<file path="src/rtl/fix_acc.sv">
// Sign-magnitude frame accumulator fed by fix_add: sums LEN samples into a wider
// saturating register and offers each frame total on a valid/ready output.
module fix_acc #(
  parameter int N   = 32,
  parameter int LEN = 4,
  parameter int EXT = 4
) (
  input  logic              clk,
  input  logic              rst,
  input  logic              clear,
  input  logic [N+1:0]      in_sum,
  input  logic              in_valid,
  output logic              in_ready,
  output logic [N+1+EXT:0]  out_acc,
  output logic              out_sat,
  output logic              out_valid,
  input  logic              out_ready
);
  localparam int AW = N + 1 + EXT;
  localparam int CW = (LEN > 1) ? $clog2(LEN) : 1;

  typedef enum logic {ACCUM, HOLD} state_t;

  state_t          state, state_nxt;
  logic            acc_sign;
  logic [AW-1:0]   acc_mag;
  logic [CW-1:0]   cnt;
  logic            sat;
  logic            accept, last;
  logic            in_sign;
  logic [AW-1:0]   in_mag;
  logic [AW+1:0]   sum_res;

  // Clamp an AW+1 bit magnitude to AW bits; returns {overflow, magnitude}.
  function automatic logic [AW:0] sat_clamp(input logic [AW:0] wide);
    if (wide[AW]) sat_clamp = {1'b1, {AW{1'b1}}};
    else          sat_clamp = {1'b0, wide[AW-1:0]};
  endfunction

  // Sign-magnitude add; returns {overflow, sign, magnitude}, never negative zero.
  function automatic logic [AW+1:0] sm_add(input logic a_s, input logic [AW-1:0] a_m,
                                           input logic b_s, input logic [AW-1:0] b_m);
    logic [AW:0]   clamped;
    logic          s;
    logic [AW-1:0] m;
    logic          ovf;
    ovf = 1'b0;
    if (a_s == b_s) begin
      clamped = sat_clamp({1'b0, a_m} + {1'b0, b_m});
      ovf     = clamped[AW];
      m       = clamped[AW-1:0];
      s       = a_s;
    end else if (a_m > b_m) begin
      m = a_m - b_m;
      s = a_s;
    end else begin
      m = b_m - a_m;
      s = b_s;
    end
    if (m == '0) s = 1'b0;
    sm_add = {ovf, s, m};
  endfunction

  assign in_mag   = {{EXT{1'b0}}, in_sum[N:0]};
  assign in_sign  = in_sum[N+1] && (in_sum[N:0] != '0);
  assign sum_res  = sm_add(acc_sign, acc_mag, in_sign, in_mag);
  assign in_ready = (state == ACCUM) && !rst;
  assign out_valid = (state == HOLD);
  assign accept   = in_valid && in_ready;
  assign last     = (cnt == CW'(LEN - 1));

  always_comb begin
    state_nxt = state;
    if (clear)                             state_nxt = ACCUM;
    else if (state == ACCUM && accept && last) state_nxt = HOLD;
    else if (state == HOLD && out_ready)   state_nxt = ACCUM;
  end

  always_ff @(posedge clk) begin
    if (rst) state <= ACCUM;
    else     state <= state_nxt;
  end

  // Accumulator, frame counter and result registers
  always_ff @(posedge clk) begin
    if (rst) begin
      acc_sign <= 1'b0;
      acc_mag  <= '0;
      cnt      <= '0;
      sat      <= 1'b0;
      out_acc  <= '0;
      out_sat  <= 1'b0;
    end else if (clear) begin
      acc_sign <= 1'b0;
      acc_mag  <= '0;
      cnt      <= '0;
      sat      <= 1'b0;
    end else if (accept) begin
      if (last) begin
        out_acc  <= sum_res[AW:0];
        out_sat  <= sat | sum_res[AW+1];
        acc_sign <= 1'b0;
        acc_mag  <= '0;
        cnt      <= '0;
        sat      <= 1'b0;
      end else begin
        acc_sign <= sum_res[AW];
        acc_mag  <= sum_res[AW-1:0];
        cnt      <= cnt + CW'(1);
        sat      <= sat | sum_res[AW+1];
      end
    end
  end
endmodule

</file>
<file path="config.mk">
export PLATFORM = sky130hd
export DESIGN_NAME = fix_acc
export DESIGN_NICKNAME = d
export VERILOG_FILES = /design/src/rtl/fix_acc.sv
export SDC_FILE = /design/constraint.sdc
export NUM_CORES = 1
export LEC_CHECK = 0
export CORE_ASPECT_RATIO = 1.1
export CORE_MARGIN = 2
export CORE_UTILIZATION = 48
export CTS_BUF_LIST = sky130_fd_sc_hd__clkbuf_4 sky130_fd_sc_hd__clkbuf_8
export DETAILED_ROUTE_END_ITERATION = 12
export PLACE_DENSITY = 0.68
export SETUP_SLACK_MARGIN = 0.4
export SYNTH_ARGS = -nofsm -noshare
export SYNTH_HDL_FRONTEND = slang
export SYNTH_SLANG_ARGS = --single-unit
</file>
<file path="constraint.sdc">
create_clock -name clk -period 6.1 [get_ports clk]
set_input_delay 0.915 -clock clk [delete_from_list [all_inputs] [get_ports clk]]
set_output_delay 0.915 -clock clk [all_outputs]
set_load 0.01 [all_outputs]
</file>
After elaboration in Yosys (flattened, before gate mapping)
Cells that the tools add are included.
- output and inout port bits: 41
- bits in registers: 81
- multiplexer cells: 13
- reductions and logical operators: 12
- bitwise gates (word level): 3
- magnitude comparators: 1
- $add $sub $neg: 4
- equal/unequal tests: 2
- operators by type and width (operator ; number):
    $mux W37 ; 3
    $add A37 B33 Y38 ; 1
    $mux W38 ; 1
    $gt A37 B33 Y1 ; 1
    $logic_not A37 Y1 ; 1
    $sub A33 B37 Y37 ; 1
    $sub A37 B33 Y37 ; 1
    $reduce_bool A33 Y1 ; 1
    $mux W1 ; 8
    $logic_and A1 B1 Y1 ; 6
    $reduce_and A3 Y1 ; 1
    $add A2 B1 Y2 const B ; 1
    $eq A2 B2 Y1 const B ; 1
    $mux W2 ; 1
    $not A1 Y1 ; 2
    $reduce_bool A2 Y1 ; 1
    $reduce_or A2 Y1 ; 1
    $eq A1 B1 Y1 ; 1
    $logic_not A1 Y1 ; 1
    $or A1 B1 Y1 ; 1

Longest topological paths before layout
Gate-level depths: netlist of the first run.
- depth in word-level cells: 7
- mapped depth: 18
- gate-level depth less buffers: 15

Worst setup path after synthesis of the first run
OpenSTA, ideal clock, no wires.
- path type: input to register
- from: in in_sum[0]
- to: reg acc_sign
- required time: 5.966 ns
- slack: 1.620 ns
- cell stages on the path: 15
- data arrival time: 4.346 ns
- library setup time: 0.134 ns
- cells stage by stage: ha_1 > inv_1 > fa_1 > or2_2 > a221oi_1 > a2111o_1 > a211oi_1 > and3b_1 > o41ai_1 > nand4_1 > nand2_1 > nor3_1 > or4_1 > nor4_2 > o32ai_1
- longest elaborated chain between the ends: 7
- elaborated cells between the ends (all ways): 15
- classes of those cells: 3 x add/sub; 1 x order compare; 1 x eq/ne; 7 x mux; 3 x reduce/logical
- ends and longest elaborated chain (what ; line ; source):
    start: declaration ; 11 ; input logic [N+1:0] in_sum,
    branches (longest 5 deep; another with $sub A33 B37 Y37) ; n/a ;
    $mux W1 * ; 60 ; if (m == '0) s = 1'b0;
    $mux W1 * ; 99 ; if (last) begin
    end signal: assignment ; 107 ; acc_sign <= sum_res[AW];
    end: declaration ; 25 ; logic acc_sign;
Every way passes the cells marked *.
A chain may end at the register's enable or synchronous reset.

Final worst setup path of the first run
- from: in in_sum[7]
- to: reg acc_sign
- longest elaborated chain between the ends: 7
- elaborated cells between the ends (all ways): 15
- classes of those cells: 3 x add/sub; 1 x order compare; 1 x eq/ne; 7 x mux; 3 x reduce/logical
- ends and longest elaborated chain (what ; line):
    branches (longest 5 deep; another with $add A37 B33 Y38) ; n/a
    $mux W1 * ; 60
    $mux W1 * ; 99
Marked as above.

==> results of run 1 <==
worst max path at each step:
stage / start / end / slack, ns
detailed placement: in_sum[1] / acc_sign$_SDFFE_PP0P_ / 0.12
global placement: in_sum[1] / acc_sign$_SDFFE_PP0P_ / 0.23
floorplan: in_sum[0] / acc_sign$_SDFFE_PP0P_ / 1.62
CTS: in_sum[1] / acc_sign$_SDFFE_PP0P_ / 0.49
finish: in_sum[7] / acc_sign$_SDFFE_PP0P_ / 0.56
global route: in_sum[8] / acc_sign$_SDFFE_PP0P_ / 0.42
final cells by class:
type / count / area (sq um)
fill: 2061 / 8740
inverter: 108 / 405
tap: 256 / 320
sequential: 81 / 1620
timing repair buffer: 172 / 1530
multi-input combinational: 1164 / 7530
clock inverter: 5 / 80.1
clock buffer: 10 / 138
kinds of logic (layout without fill, tap and decap cells):
kind of cell	after synthesis	count (layout)	share of synthesized area, %
AO/OA/AOI/OAI	463	464	31.2
XOR/XNOR	6	6	0.531
adder cells (fa/ha/maj)	103	103	13.2
buffers and inverters	202	295	8.15
flip-flops	81	81	16.4
multiplexers	23	23	2.41
AND/OR/NAND/NOR	568	568	28.0
cell usage after synthesis (all sizes together), types with 14 or more instances:
cell type,instances
nand2,107
inv,108
o21ai,74
nor2,195
nand4,24
a211oi,32
buf,24
dfxtp,81
mux2i,19
o21a,20
o31ai,19
nor4,31
clkbuf,70
o211ai,20
a21oi,133
a31oi,22
nor2b,18
and2,14
nand3,33
nand2b,22
or3,22
ha,100
o21bai,15
a22oi,19
nor3,58
metrics by stage:
step           area (sq um)  total power [mW]  utilization, %  std cells
2_1_floorplan          9900              1.02               -       1446
3_3_place_gp          11400              1.32            55.8       1780
3_5_place_dp          11400              1.32            55.8       1780
4_1_cts               11600              1.79            56.9       1795
5_1_grt               11600              1.90            57.1       1796
6_report              11600              1.82            57.1       1796
per-layer routing:
layer	up-vias	share of wire, %	GRT usage [%]
met3	195	6.7	5.23
met2	625	46	64.1
met5	-	0.044	0
met4	2	9.9	33.1
li1	5450	-	-
met1	5530	38	44.8
sequential cells by signal (all words and copies together), names as in the netlist:
signal and count:
out_sat 1, sat 1, out_valid 1, out_acc 38, acc_mag 37, cnt 2, acc_sign 1
where the power goes:
part           leakage (nW)  internal [mW]  switching, mW
Sequential            0.654          0.537         0.0134
Clock                 0.104          0.239          0.245
Combinational          3.81          0.288          0.502
Total                  4.57           1.06          0.761
timing repair:
action | in CTS | in global routing
buffers inserted | 0 | 0
endpoints found under the setup margin | 0 | 2
gates resized for setup | 0 | 8
tightest hold or removal path: cells and delay by family (launching register included):
| kind | cells | cell delay [ns] |
|---|---|---|
| compound gates | 1 | 0.06 |
| flops | 1 | 0.31 |
| simple gates | 1 | 0.05 |
==> results_dict.tcl, run 1 <==
set metrics [dict create \
    status "finished, final reports clean" \
    io_buffers 79 \
    hold_ws_ns 0.463 \
    reg2regPathDepth 14 \
    cts_root_buffer "clkbuf_8" \
    crit_arrival_ns 5.77 \
    cp-end-kind "register" \
    cts_max_path_buffers 2 \
    syn_area_per_cell_sq_um 6.84 \
    synth.area.top_cells "dfxtp_1 16%, ha_1 13%, nor2_1 7.4%" \
    crit_family "compound AO/OA/AOI/OAI gates" \
    crit_path_frequent_cell "nor2_1" \
    drc_errors 0 \
    post-place-ws_ns 0.123 \
    fmax_mhz 181 \
    hpwl_microns 34400 \
    finalCriticalPeriod_ns 5.54 \
    layout_common_cells "193 x nor2_1, 133 x a21oi_1, 108 x inv_1" \
    ir_drop_v 0.000105 \
    yosys_warnings 0 \
    grt_pass1_vias 11400 \
    cp-start-kind "primary input" \
    cp.depth 17 \
    final_common_cell "nor2_1" \
    grt_first_pass_wirelength_microns 65600 \
    diodes 0 \
    area.growth.synth_to_final_pct 17.5 \
    synthArstFlopShare_pct 0 \
    clkLatencyLatePin_ns 0.40 \
    yosysSeqAreaShare_pct 16.4 \
    ff2ff_setup_slack_ns 1.27 \
    power_density_nw_per_um2 157 \
    synth.net_count 1588 \
    worstSetupPathType "primary input to register" \
    path_max_fanout 11 \
    critPathSlowestCell "a2111oi_1" \
    track_usage_pct 39.0 \
    setup_tns_ns 0 \
    crit_path_cell_trace "clkdlybuf4s50_1 > inv_1 > ha_1 > buf_4 > nor2_1 > o21a_1 > a2111oi_1 > buf_4 > nor4_1 > nor2_1 > a211oi_1 > nor2_1 > a32o_1 > o22ai_1 > or4_1 > nor4_2 > o32ai_1" \
    start_util_pct 48.6 \
    synth_cells 1446 \
    dieWidth_microns 141 \
    yosysTopAreaCellShare_pct 16.4 \
    p_leak_nw 4.57 \
    nets 1678 \
    row_count 55 \
    synth.distinct_cells 79 \
    yosys.area.top_type "dfxtp_1" \
    ys_dominant_reg_cell "dfxtp_1" \
    ys_seq_elements 81 \
    grt_remaining_overflow 0 \
    maxCapViolations 0 \
    wirelength_microns 43300 \
    layout_setup_ws_ns 0.560 \
    drt_iter0_drc 1191 \
    antenna_found_initial 1 \
    clkTransAtPathRegs_ns 0.08 \
    vias 11800 \
    place_congestion 1.10 \
    routed_via_density 6.57 \
    relSlewSlack_pct 22.5 \
    design.die.area_sq_um 21800 \
    period_share_pct 90.8 \
    cpPeakStageDelay_ns 1.01 \
    netlist_area_sq_um 9900 \
    postRouteAntennaNets 0 \
    finalMaxSlewViolations 0 \
    drtPass1Iterations 7 \
    cts.sinks 81 \
    finClkSkew_ns 0.0309 \
    hold_path_startpoint "out_acc[34]$_SDFFE_PP0P_" \
    cts_tree "done" \
    min_to "out_acc[34]$_SDFFE_PP0P_" \
    critPathBufInv 4 \
    rsz0062_at_grt "no" \
    grt_max_degree 58 \
    worst_ep_required_time_ns 6.33 \
    r2r_end "acc_sign$_SDFFE_PP0P_" \
    routedWlPerCell_microns 24.1 \
    cts-htree-levels 3 \
    synth_edf_count 0 \
    cts_made_buffers 9 \
    die_y_microns 155 \
    ctsHoldBuffers 0 \
    r2r-start "acc_mag[22]$_SDFFE_PP0P_" \
    hold_depth 2 \
    design.core.area_sq_um 20400 \
    hold_viol 0 \
    setup_violations 0 \
    worstMarginPinSlew_ns 1.16 \
    drive_above_1_share_pct 9.48 \
    num_io_pins 80 \
    hold_path_class "register to register" \
]
Note: power is estimated with default switching activity, not from simulation.
==> run 2, diff against run 1 <==
--- a/config.mk
+++ b/config.mk
@@ -10,6 +10,7 @@
 export CORE_UTILIZATION = 48
 export CTS_BUF_LIST = sky130_fd_sc_hd__clkbuf_4 sky130_fd_sc_hd__clkbuf_8
 export DETAILED_ROUTE_END_ITERATION = 12
+export GPL_TIMING_DRIVEN = 0
 export PLACE_DENSITY = 0.68
 export SETUP_SLACK_MARGIN = 0.4
 export SYNTH_ARGS = -nofsm -noshare
==> run 2 against run 1 <==
Combinational power down 2%. Final cell count rose by 0.33%. Via count up 1.5%. Non-clock buffer count rose by 6. Fmax shrank 3.5%. Die area unchanged. Critical path type unchanged. Highest routed layer is now met4.
==> results_dict.tcl, run 2 (synthesis gave the netlist of run 1 again) <==
set metrics [dict create \
    reg2regPathDepth 15 \
    design.die.area_sq_um 21800 \
    finalMaxSlewViolations 0 \
    ir_drop_v 0.000123 \
    grt_remaining_overflow 0 \
    grtUsageMet2_pct 65.8 \
    cts_tree "done" \
    largestRegisters "out_acc: 38 flops, acc_mag: 37 flops, cnt: 2 flops" \
    drt_iter0_drc 1228 \
    grt_first_pass_wirelength_microns 67200 \
    stdcell_count 1802 \
    drtPass1Iterations 6 \
    maxCapViolations 0 \
    multi_input_area_sq_um 7700 \
    worst_ep_required_time_ns 6.34 \
    finalCriticalPeriod_ns 5.74 \
    ctsHoldBuffers 0 \
    use_met1_pct 49.3 \
    grt_max_degree 17 \
    layout_common_cells "195 x nor2_1, 131 x a21oi_1, 108 x inv_1" \
    place_congestion 1.03 \
    rsz0062_at_grt "no" \
    cpPeakStageDelay_ns 0.66 \
    routed_via_density 6.65 \
    grt.busiest_layer "met2" \
    power_density_nw_per_um2 148 \
    dp_cells 1782 \
    cts_max_path_buffers 2 \
    cp-end-kind "register" \
    clkTransAtPathRegs_ns 0.09 \
    nFillCells 2100 \
    cts.sinks 81 \
    start_util_pct 48.6 \
    critPathSlowestCell "clkdlybuf4s50_1" \
    status "finished, final reports clean" \
    cts_made_buffers 9 \
    final_common_cell "nor2_1" \
    hpwl_microns 37100 \
    io_buffers 79 \
    cp.depth 15 \
    p_leak_nw 4.45 \
    regMostFlops "out_acc" \
    worstMarginPinSlew_ns 1.02 \
    nets 1683 \
    hold_ws_ns 0.466 \
    area.growth.synth_to_final_pct 16.2 \
    setup_violations 0 \
    postRouteAntennaNets 0 \
    fmax_mhz 174 \
    relSlewSlack_pct 31.6 \
    crit_family "buffers and inverters" \
    finClkSkew_ns 0.00748 \
    clkLatencyLatePin_ns 0.37 \
    largest_reg_flops 38 \
    cts-htree-levels 3 \
    design.core.area_sq_um 20400 \
    grt_pass1_vias 11200 \
    num_io_pins 80 \
    drive_above_1_share_pct 7.50 \
    path_max_fanout 10 \
    cp-start-kind "primary input" \
    track_usage_pct 40.5 \
    cts_root_buffer "clkbuf_8" \
    row_count 55 \
    die_y_microns 155 \
    dieWidth_microns 141 \
    hold_path_class "register to register" \
    routedWlPerCell_microns 25.0 \
    antenna_found_initial 0 \
    wirelength_microns 45100 \
    r2r-start "acc_mag[24]$_SDFFE_PP0P_" \
    r2r_end "acc_sign$_SDFFE_PP0P_" \
    crit_arrival_ns 5.98 \
    vias 12000 \
    drc_errors 0 \
    critPathBufInv 5 \
    period_share_pct 94.1 \
    hold_viol 0 \
    fin_util_pct 56.5 \
    seqCellArea_sq_um 1620 \
    diodes 0 \
    ff2ff_setup_slack_ns 1.13 \
    crit_path_frequent_cell "clkbuf_2" \
    worstSetupPathType "primary input to register" \
    cp-endpoint "acc_sign$_SDFFE_PP0P_" \
    startpoint "in_sum[2]" \
    grtUsageMet3_pct 6.41 \
    crit_path_cell_trace "clkdlybuf4s50_1 > nor4_2 > nand4_1 > o31ai_4 > xnor2_1 > clkbuf_2 > clkbuf_2 > clkbuf_2 > clkbuf_2 > a31oi_1 > xnor2_1 > o311a_1 > nand4_1 > nor4_4 > o32ai_1" \
]
[run 2: cell type report]
type / instances / area share, %
well taps: 256 / 2.78
clock buffers: 9 / 1.08
flip-flops and latches: 81 / 14.1
multi-input cells: 1163 / 66.9
clock inverters: 7 / 0.544
plain buffers: 94 / 3.80
inverters: 108 / 3.52
repair buffers: 84 / 7.24
[run 2: where the power goes]
| part | switching, mW | total, mW | internal [mW] |
|---|---|---|---|
| Sequential | 0.0155 | 0.552 | 0.536 |
| Clock | 0.220 | 0.376 | 0.155 |
| Combinational | 0.521 | 0.772 | 0.251 |
| Total | 0.757 | 1.70 | 0.943 |
[run 2: timing repair]
| action | in CTS | in global routing |
|---|---|---|
| buffers inserted | 1 | 3 |
| gates resized for setup | 37 | 34 |
| pin swaps | 1 | 4 |
| endpoints found under the setup margin | 56 | 7 |
[run 2: tightest hold or removal path, cell delays in order (launching register included)]
cell	delay, ns
dfxtp_1	0.32
nand2_1	0.05
a21oi_1	0.06
[run 2: per-stage QoR]
stage                     worst slack [ns]  area (sq um)  TNS, ns  total power [mW]
after floorplan                       1.62          9900        0              1.02
after global placement               -1.74         11000   -27.64              1.28
after detailed placement             -1.73         11000   -27.52              1.28
after CTS                            0.408         11400        0              1.66
after global routing                 0.404         11500        0              1.77
final                                0.361         11500        0              1.70
[run 2: how the worst min path moves through the flow]
stage | start | cells after the start | end | slack [ns]
global placement | out_acc[4]$_SDFFE_PP0P_ | 2 | out_acc[4]$_SDFFE_PP0P_ | 0.45
global route | out_acc[18]$_SDFFE_PP0P_ | 2 | out_acc[18]$_SDFFE_PP0P_ | 0.48
finish | out_acc[1]$_SDFFE_PP0P_ | 2 | out_acc[1]$_SDFFE_PP0P_ | 0.47
detailed placement | out_acc[36]$_SDFFE_PP0P_ | 2 | out_acc[36]$_SDFFE_PP0P_ | 0.46
floorplan | cnt[1]$_SDFFE_PP0P_ | 2 | cnt[1]$_SDFFE_PP0P_ | 0.44
CTS | out_acc[36]$_SDFFE_PP0P_ | 2 | out_acc[36]$_SDFFE_PP0P_ | 0.47
[run 2: routing by layer]
metal	wire length, microns	vias up	part of all wire (%)
met1	17500	5651	39
met5	0	-	0
met3	3490	190	7.7
li1	-	5466	-
met4	4020	0	8.9
met2	20100	668	45
==> run 3, diff against run 2 <==
--- a/config.mk
+++ b/config.mk
@@ -11,8 +11,10 @@
 export CTS_BUF_LIST = sky130_fd_sc_hd__clkbuf_4 sky130_fd_sc_hd__clkbuf_8
 export DETAILED_ROUTE_END_ITERATION = 12
 export GPL_TIMING_DRIVEN = 0
+export HOLD_SLACK_MARGIN = 0.12
 export PLACE_DENSITY = 0.68
 export SETUP_SLACK_MARGIN = 0.4
+export SKIP_LAST_GASP = 1
 export SYNTH_ARGS = -nofsm -noshare
 export SYNTH_HDL_FRONTEND = slang
 export SYNTH_SLANG_ARGS = --single-unit
==> results of run 3 <==
No change in the layout: final DEF, timing and power equal those of run 2.
